File: config.mk
export PLATFORM = sky130hd
export DESIGN_NAME = hack_cpu_mc
export DESIGN_NICKNAME = d
export VERILOG_FILES = /design/src/rtl/hack_cpu_mc.sv
export SDC_FILE = /design/constraint.sdc
export NUM_CORES = 1
export LEC_CHECK = 0
export ABC_AREA = 0
export ABC_CLOCK_PERIOD_IN_PS = 3330
export CORE_UTILIZATION = 48
export CTS_CLUSTER_SIZE = 20
export DETAILED_ROUTE_END_ITERATION = 12
export PLACE_DENSITY = 0.78
export SETUP_SLACK_MARGIN = 0.15
export SLEW_MARGIN = 20
export SYNTH_ARGS = -nofsm -noshare
export SYNTH_HDL_FRONTEND = slang
export SYNTH_SLANG_ARGS = --single-unit
File: constraint.sdc
create_clock -name clk -period 3.33 [get_ports clk]
set_input_delay 0.4995 -clock clk [delete_from_list [all_inputs] [get_ports clk]]
set_output_delay 0.4995 -clock clk [all_outputs]
set_load 0.05 [all_outputs]
File: src/rtl/hack_cpu_mc.sv
// -----------------------------------------------------------------------------
// hack_cpu_mc -- multi-cycle Hack CPU with handshaked instruction and data
// buses.
//
// This file holds the whole design:
//   hack_alu     combinational Hack ALU (x/y pre-processing, add/and,
//                optional output negation, zero/negative flags)
//   hack_cpu_mc  top level: a seven-state FSM that sequences
//                fetch, decode, optional memory read, execute,
//                optional memory write and writeback
//
// hack_cpu_mc ports
//   clk         rising-edge clock for all state
//   rst_n       asynchronous active-low reset
//   rom_addr    instruction address (always the PC)
//   rom_req     instruction fetch request, high only in FETCH
//   rom_ack     fetch complete; rom_data is valid in this cycle
//   rom_data    instruction word
//   mem_addr    data address (always A[14:0])
//   mem_rd      data read request, high only in MREAD
//   mem_wr      data write request, high only in MWRITE
//   mem_wdata   write data (the latched ALU result R)
//   mem_rdata   read data, valid while mem_ack is high during a read
//   mem_ack     data access complete
//   instr_done  one-cycle pulse in the cycle an instruction retires
//   pc_out      debug view of PC
//   a_out       debug view of A
//   d_out       debug view of D
// -----------------------------------------------------------------------------

module hack_alu (
    input  logic [15:0] x,
    input  logic [15:0] y,
    input  logic        zx,
    input  logic        nx,
    input  logic        zy,
    input  logic        ny,
    input  logic        f,
    input  logic        no,
    output logic [15:0] out,
    output logic        zr,
    output logic        ng
);
    logic [15:0] x_zero;
    logic [15:0] x_pre;
    logic [15:0] y_zero;
    logic [15:0] y_pre;
    logic [15:0] f_out;

    always_comb begin
        x_zero = zx ? 16'h0000 : x;
        x_pre  = nx ? ~x_zero  : x_zero;
        y_zero = zy ? 16'h0000 : y;
        y_pre  = ny ? ~y_zero  : y_zero;
        f_out  = f  ? (x_pre + y_pre) : (x_pre & y_pre);
        out    = no ? ~f_out : f_out;
        zr     = (out == 16'h0000);
        ng     = out[15];
    end
endmodule

module hack_cpu_mc (
    input  logic        clk,
    input  logic        rst_n,
    output logic [14:0] rom_addr,
    output logic        rom_req,
    input  logic        rom_ack,
    input  logic [15:0] rom_data,
    output logic [14:0] mem_addr,
    output logic        mem_rd,
    output logic        mem_wr,
    output logic [15:0] mem_wdata,
    input  logic [15:0] mem_rdata,
    input  logic        mem_ack,
    output logic        instr_done,
    output logic [14:0] pc_out,
    output logic [15:0] a_out,
    output logic [15:0] d_out
);
    typedef enum logic [2:0] {
        S_IDLE   = 3'd0,
        S_FETCH  = 3'd1,
        S_DECODE = 3'd2,
        S_MREAD  = 3'd3,
        S_EXEC   = 3'd4,
        S_MWRITE = 3'd5,
        S_WB     = 3'd6
    } state_t;

    state_t      state_reg;
    logic [14:0] pc_reg;
    logic [15:0] a_reg;
    logic [15:0] d_reg;
    logic [15:0] ir_reg;
    logic [15:0] mreg_reg;
    logic [15:0] r_reg;
    logic        j_reg;

    // Instruction fields of a C-instruction. IR[14:13] are don't-care.
    logic        is_c_instr;
    logic        sel_m;
    logic        dest_a;
    logic        dest_d;
    logic        dest_m;
    logic [2:0]  jmp_bits;

    assign is_c_instr = ir_reg[15];
    assign sel_m      = ir_reg[12];
    assign dest_a     = ir_reg[5];
    assign dest_d     = ir_reg[4];
    assign dest_m     = ir_reg[3];
    assign jmp_bits   = ir_reg[2:0];

    // ALU: x is always D, y selects between the memory operand and A.
    logic [15:0] alu_y;
    logic [15:0] alu_out;
    logic        alu_zr;
    logic        alu_ng;

    assign alu_y = sel_m ? mreg_reg : a_reg;

    hack_alu u_alu (
        .x   (d_reg),
        .y   (alu_y),
        .zx  (ir_reg[11]),
        .nx  (ir_reg[10]),
        .zy  (ir_reg[9]),
        .ny  (ir_reg[8]),
        .f   (ir_reg[7]),
        .no  (ir_reg[6]),
        .out (alu_out),
        .zr  (alu_zr),
        .ng  (alu_ng)
    );

    logic jump_now;
    assign jump_now = (jmp_bits[2] & alu_ng)
                    | (jmp_bits[1] & alu_zr)
                    | (jmp_bits[0] & ~alu_ng & ~alu_zr);

    // 15-bit increment: 0x7FFF + 1 wraps naturally to 0x0000.
    logic [14:0] pc_inc;
    assign pc_inc = pc_reg + 15'd1;

    // -------------------------------------------------------------------------
    // Sequencer. All architectural state lives in this one block so the
    // asynchronous reset clears everything together; a reset in the middle
    // of an access simply abandons it with no partial register update.
    // -------------------------------------------------------------------------
    always_ff @(posedge clk or negedge rst_n) begin
        if (!rst_n) begin
            state_reg <= S_IDLE;
            pc_reg    <= 15'd0;
            a_reg     <= 16'd0;
            d_reg     <= 16'd0;
            ir_reg    <= 16'd0;
            mreg_reg  <= 16'd0;
            r_reg     <= 16'd0;
            j_reg     <= 1'b0;
        end else begin
            case (state_reg)
                S_IDLE: begin
                    state_reg <= S_FETCH;
                end

                S_FETCH: begin
                    if (rom_ack) begin
                        ir_reg    <= rom_data;
                        state_reg <= S_DECODE;
                    end
                end

                S_DECODE: begin
                    if (!is_c_instr) begin
                        // A-instruction retires here.
                        a_reg     <= ir_reg;
                        pc_reg    <= pc_inc;
                        state_reg <= S_FETCH;
                    end else if (sel_m) begin
                        state_reg <= S_MREAD;
                    end else begin
                        state_reg <= S_EXEC;
                    end
                end

                S_MREAD: begin
                    if (mem_ack) begin
                        mreg_reg  <= mem_rdata;
                        state_reg <= S_EXEC;
                    end
                end

                S_EXEC: begin
                    r_reg     <= alu_out;
                    j_reg     <= jump_now;
                    state_reg <= dest_m ? S_MWRITE : S_WB;
                end

                S_MWRITE: begin
                    // A is untouched until WB, so mem_addr holds the old A
                    // for the whole write even when A is also a destination.
                    if (mem_ack) begin
                        state_reg <= S_WB;
                    end
                end

                S_WB: begin
                    if (dest_a) begin
                        a_reg <= r_reg;
                    end
                    if (dest_d) begin
                        d_reg <= r_reg;
                    end
                    // Jump target is the A value from before this writeback.
                    pc_reg    <= j_reg ? a_reg[14:0] : pc_inc;
                    state_reg <= S_FETCH;
                end

                default: begin
                    state_reg <= S_IDLE;
                end
            endcase
        end
    end

    // -------------------------------------------------------------------------
    // Bus outputs are decoded straight from the state register. Requests are
    // therefore high from the first cycle of their state (so a zero-wait ack
    // is seen immediately), drop as soon as reset forces IDLE, and an ack
    // outside the matching state has no effect.
    // -------------------------------------------------------------------------
    assign rom_req    = (state_reg == S_FETCH);
    assign mem_rd     = (state_reg == S_MREAD);
    assign mem_wr     = (state_reg == S_MWRITE);
    assign rom_addr   = pc_reg;
    assign mem_addr   = a_reg[14:0];
    assign mem_wdata  = r_reg;
    assign instr_done = ((state_reg == S_DECODE) && !is_c_instr)
                      || (state_reg == S_WB);

    assign pc_out = pc_reg;
    assign a_out  = a_reg;
    assign d_out  = d_reg;
endmodule

Word-level counts from Yosys, hierarchy flattened
Index checks and enable logic that the tools add are counted.
{"block": "word_totals", "ff_bits": 99, "input_bits": 36, "output_inout_bits": 97, "wordCells": 66}
{"block": "op_classes", "addsub": 2, "eq_ne": 11, "mux": 20, "bitwise_logic": 12, "n_reduce_logical": 13}
{"operator": "$mux 16", "n": 9}
{"operator": "$not 16->16", "n": 3}
{"operator": "$pmux 16 s2", "n": 1}
{"operator": "$mux 15", "n": 2}
{"operator": "$pmux 15 s2", "n": 1}
{"operator": "$pmux 3 s6", "n": 1}
{"operator": "$add 16x16->16", "n": 1}
{"operator": "$and 16x16->16", "n": 1}
{"operator": "$logic_not 16->1", "n": 1}
{"operator": "$add 15x1->15 const B", "n": 1}
{"operator": "$mux 3", "n": 5}
{"operator": "$eq 3x3->1 const B", "n": 3}
{"operator": "$reduce_and 2->1", "n": 4}
{"operator": "$eq 3x2->1 const B", "n": 2}
{"operator": "$ne 2x1->1 const B", "n": 3}
{"operator": "$reduce_and 3->1", "n": 2}
{"operator": "$and 1x1->1", "n": 4}
{"operator": "$ne 2x2->1 const B", "n": 2}
{"operator": "$eq 3x1->1 const B", "n": 1}
{"operator": "$logic_not 3->1", "n": 1}
{"operator": "$mux 2", "n": 1}
{"operator": "$not 1->1", "n": 2}
{"operator": "$or 1x1->1", "n": 2}
{"operator": "$reduce_bool 2->1", "n": 1}
{"operator": "4 further kinds", "n": 4}

Longest topological paths before layout
{"block": "depth", "word_depth": 12, "mapped_depth": 15, "depth_no_buf": 14}

By module
A second synthesis with hierarchy kept.
{"block": "unflattened", "cells_unflattened": 679, "hier_area_um2": 6755.2}
{"mod": "hack_cpu_mc", "n_inst": 1, "cells_per_inst": 408, "area_per_inst_um2": 4824.6, "seq_area_each_um2": 2477.4}
{"mod": "hack_alu", "n_inst": 1, "cells_per_inst": 271, "area_per_inst_um2": 1930.6, "seq_area_each_um2": 0.0}

Worst setup path before layout
OpenSTA, ideal clock, no wires.
{"block": "synth_timing", "kind": "register -> register", "start": "register ir_reg[12]", "end": "register j_reg", "setup_time_ns": 0.082, "arrival_time_ns": 3.584, "required_time_ns": 3.248, "slack_ns": -0.336, "stages_incl_launch_ff": 16, "n_path_buf": 1, "synth_period_minus_slack_ns": 3.666, "cell_sequence": "dfrtp_1 > buf_1 > mux2i_1 > nor2_1 > xor2_1 > ha_1 > fa_1 > a211oi_2 > o211ai_2 > a21boi_2 > o211ai_1 > a311oi_2 > nand4_2 > nor4_4 > nand3_1 > a31oi_1"}
{"block": "synth_between", "elab_chain_cells": 12, "word_cells_on_any_way": 18, "cone_classes": "add/sub: 1; mux: 5; bitwise: 11; reduce/logical: 1"}
{"item": "from (decl)", "line_no": "94", "rtl": "logic [15:0] ir_reg;"}
{"item": "from (signal assigned)", "line_no": "168", "rtl": "ir_reg <= rom_data;"}
{"item": "$mux 16 *", "line_no": "120", "rtl": "assign alu_y = sel_m ? mreg_reg : a_reg;"}
{"item": "$mux 16 *", "line_no": "53", "rtl": "y_zero = zy ? 16'h0000 : y;"}
{"item": "$not 16->16", "line_no": "54", "rtl": "y_pre = ny ? ~y_zero : y_zero;"}
{"item": "$mux 16 *", "line_no": "54"}
{"item": "$add 16x16->16 / $and 16x16->16 (equally long branches)", "line_no": "55", "rtl": "f_out = f ? (x_pre + y_pre) : (x_pre & y_pre);"}
{"item": "$mux 16 *", "line_no": "55"}
{"item": "$not 16->16", "line_no": "56", "rtl": "out = no ? ~f_out : f_out;"}
{"item": "$mux 16 *", "line_no": "56"}
{"item": "$logic_not 16->1 / $not 1->1 (equally long branches)", "line_no": "57, 139"}
{"item": "$and 1x1->1, or another cell as far along", "line_no": "138", "rtl": "| (jmp_bits[1] & alu_zr)"}
{"item": "$or 1x1->1 / $and 1x1->1 (equally long branches)", "line_no": "138, 139"}
{"item": "$or 1x1->1 *", "line_no": "139", "rtl": "| (jmp_bits[0] & ~alu_ng & ~alu_zr);"}
{"item": "to (signal assigned)", "line_no": "195", "rtl": "j_reg <= jump_now;"}
{"item": "to (decl)", "line_no": "97", "rtl": "logic j_reg;"}
Mark *: on every way between the ends. The rest lies on a longest branch, timed or not.
A chain may end at the register's enable or synchronous reset.

Worst setup path in the final report
Same ends and word-level chain as after synthesis.

==> summary.md <==
| Metric | Value |
|---|---|
| CTS tree | done |
| Total Routing Usage GR | 26.7% |
| CP Class | flip-flop to flip-flop |
| Clock-pin slew on the worst setup and hold paths | 0.07 ns |
| Mapped Avg Cell Area | 9.35 um2 |
| Number of port buffers | 132 |
| Initial antenna violation count | 0 |
| CTS Buf Count | 9 |
| FF-to-FF setup slack | -0.15 ns |
| Core Box Area | 13300 um2 |
| 1st-pass router iterations | 5 |
| GRT overflow | 0 |
| Number of synthesized flops with an enable pin | 0 |
| Post-route minimum period | 3.48 ns |
| Worst Tran Pin Value | 0.871 ns |
| Sequential fraction of the synthesis area | 37.5% |
| Clk sinks | 99 |
| Distinct cells, synth | 71 |
| Tightest Hold Check Type | input pin to asynchronous set/reset pin |
| Post-synth top area share | 37.5% |
| Outcome | finished, violations left |
| Setup ws final | -0.149 ns |
| Final period util | 104% |
| CP max-delay cell | dfrtp_1 |
| Row count | 42 |
| Yosys reg bits | 99 |
| Max Clk Rate | 287 MHz |
| Layout fillers | 1099 |
| WL final | 18300 um |
| Max-slew violations | 0 |
| Footprint of the multi-input gates | 3750 um2 |
| Placer's final routability congestion estimate | 0.926 |
| R2R depth | 15 |
| CP Max Fanout | 9 |
| Placed cell areas | 8060 um2 |
| Crit. End Element | flip-flop |
| Worst Path Arrival | 3.75 ns |
| Clock skew | 0.00802 ns |
| Die area | 14200 um2 |
| CP required | 3.60 ns |
| Mean number of vias per cell | 5.73 |
| Initial core utilization | 49.5% |
| Slew HR | 41.8% |
| First-pass GRT wire length | 29600 um |
| Most frequent cells in the layout | 130 x clkdlybuf4s50_1, 97 x dfrtp_1, 67 x nand2_1 |
| Die width | 119 um |
| Final non-filler cell area | 8460 um2 |
| Mapped cell area | 6610 um2 |
| Starting DRT DRC Count | 452 |
| Area taken by flip-flops and latches | 2480 um2 |
| Post-synth top area cell | dfrtp_1 |
| Root Driver | clkbuf_16 |
| RSZ-0062 raised after global routing | true |
| Inserted Diodes | 0 |
| # hold bufs at CTS | 0 |
| Layout area overhead | 27.9% |
| Area contributors post-synth | dfrtp_1 37%, mux2_2 8.2%, mux2i_1 5.6%, nand2_1 3.8%, o21ai_0 3.6% |
| Mapped Cells | 707 |
| Residual DRC count | 0 |
| Drt wl/cell | 18.3 um |
| Cell repeated most along the worst path | nor3_1 |
| # H-tree levels | 3 |
| Post-synth ARST share | 100% |
| Layout cell share with drive strength beyond 1 | 17.0% |
| Crit-path cells | buf_6 > buf_12 > mux2i_1 > nor2_1 > xor2_1 > ha_1 > nor3_1 > nor3_1 > a21boi_2 > o2111a_1 > a311oi_2 > nand4_2 > nor4_4 > nand3_1 > a31oi_1 |
| Post-Syn Nets | 761 |
| Number of global-route vias before repair | 5533 |
| Final ANT Viol Nets | 0 |
| Clk_lat worst skew | 0.35 ns |
| Die Y | 119 um |
| Vias | 5720 |
| Fin. Hold Viols | 0 |
| Fin nets | 872 |
| Maxcap violations | 0 |
| Violated checks | setup timing |
| Ys Warns | 0 |
| Setup violators final | 1 |
| Commonest non-fill, non-tap cell in the layout | clkdlybuf4s50_1 |
| CP startpoint kind | flip-flop |
| Hold slack | 0.204 ns |
| Pin count of the biggest net entering global routing | 58 |
| Main synth FF type | dfrtp_1 |
| Detailed Place HPWL | 13700 um |
| CP max stage delay | 0.42 ns |
| Clock Tree Buf Depth | 2 |
| Io pins | 133 |
-- Yosys cell counts, types with 25 or more instances --
library cell and count:
nor2_1 36, a21oi_1 46, nand2b_1 27, xor2_1 25
buf_4 30, nand2_1 67, o21ai_0 47, mux2_2 48
clkbuf_1 29, dfrtp_1 99, mux2i_1 37, xnor2_1 25
-- logic make-up (layout without fill, tap and decap cells) --
logic type | Yosys count | in the layout | share of synthesized area, %
DFF | 99 | 99 | 37.5
buffers and inverters | 86 | 202 | 6.87
adders and majority gates | 18 | 18 | 3.52
and+or+nand+nor | 209 | 209 | 16.0
xor gates and xnor gates | 51 | 51 | 6.87
AOI/OAI and AO/OA | 158 | 158 | 15.2
muxes | 86 | 86 | 14.0
-- path summary, 6_finish.rpt --
kind	startpoint	endpoint
max in group asynchronous	rst_n	mreg_reg[11]
min in group clk	mreg_reg[7]	mreg_reg[7]
worst min register to register	mreg_reg[7]	mreg_reg[7]
worst max register to register	ir_reg[12]	j_reg
worst min-delay path	rst_n	ir_reg[5]
worst max-delay path	ir_reg[12]	j_reg
-- per-layer routing --
metal	wire, um	share of wire [%]	GRT usage [%]	up-vias
li1	-	-	-	2686
met1	8200	45	36.6	2814
met2	8760	48	43.4	198
met3	1030	5.6	4.89	22
met4	329	1.8	7.34	0
met5	0	0	0	-
-- metrics by stage --
step           utilization [%]  cells  worst slack (ns)  TNS, ns
3_5_place_dp              60.4    979            -0.186   -0.186
5_1_grt                   63.3    999            -0.325   -0.400
4_1_cts                   62.9    998            -0.120   -0.120
6_report                  63.3    999            -0.149   -0.149
3_3_place_gp              60.4    979           -0.0906  -0.0906
2_1_floorplan                -    707             0.121        0
-- layout make-up --
type | count | share of cell area (%)
sequential | 99 | 29.3
timing repair buffer | 173 | 19.5
multi-input combinational | 522 | 44.3
inverter | 13 | 0.577
tap | 176 | 2.60
clock inverter | 4 | 0.577
clock buffer | 12 | 3.03
-- critical path: cells and delay by family (launching register included) --
kind | cells | cell delay (ns)
AOI/OAI and AO/OA | 4 | 0.90
DFF | 1 | 0.42
muxes | 1 | 0.11
adders and majority gates | 1 | 0.32
buffers and inverters | 2 | 0.30
xor gates and xnor gates | 1 | 0.30
and+or+nand+nor | 6 | 1.03
-- timing repair --
action / CTS / global route
pin swaps: 6 / 5
gates resized for setup: 3 / 9
endpoints found under the setup margin: 2 / 6
buffers inserted: 3 / 1
Power is left out: the tool's default activity adds up to more than one toggle a clock period on the data nets, which glitch-free logic cannot reach.
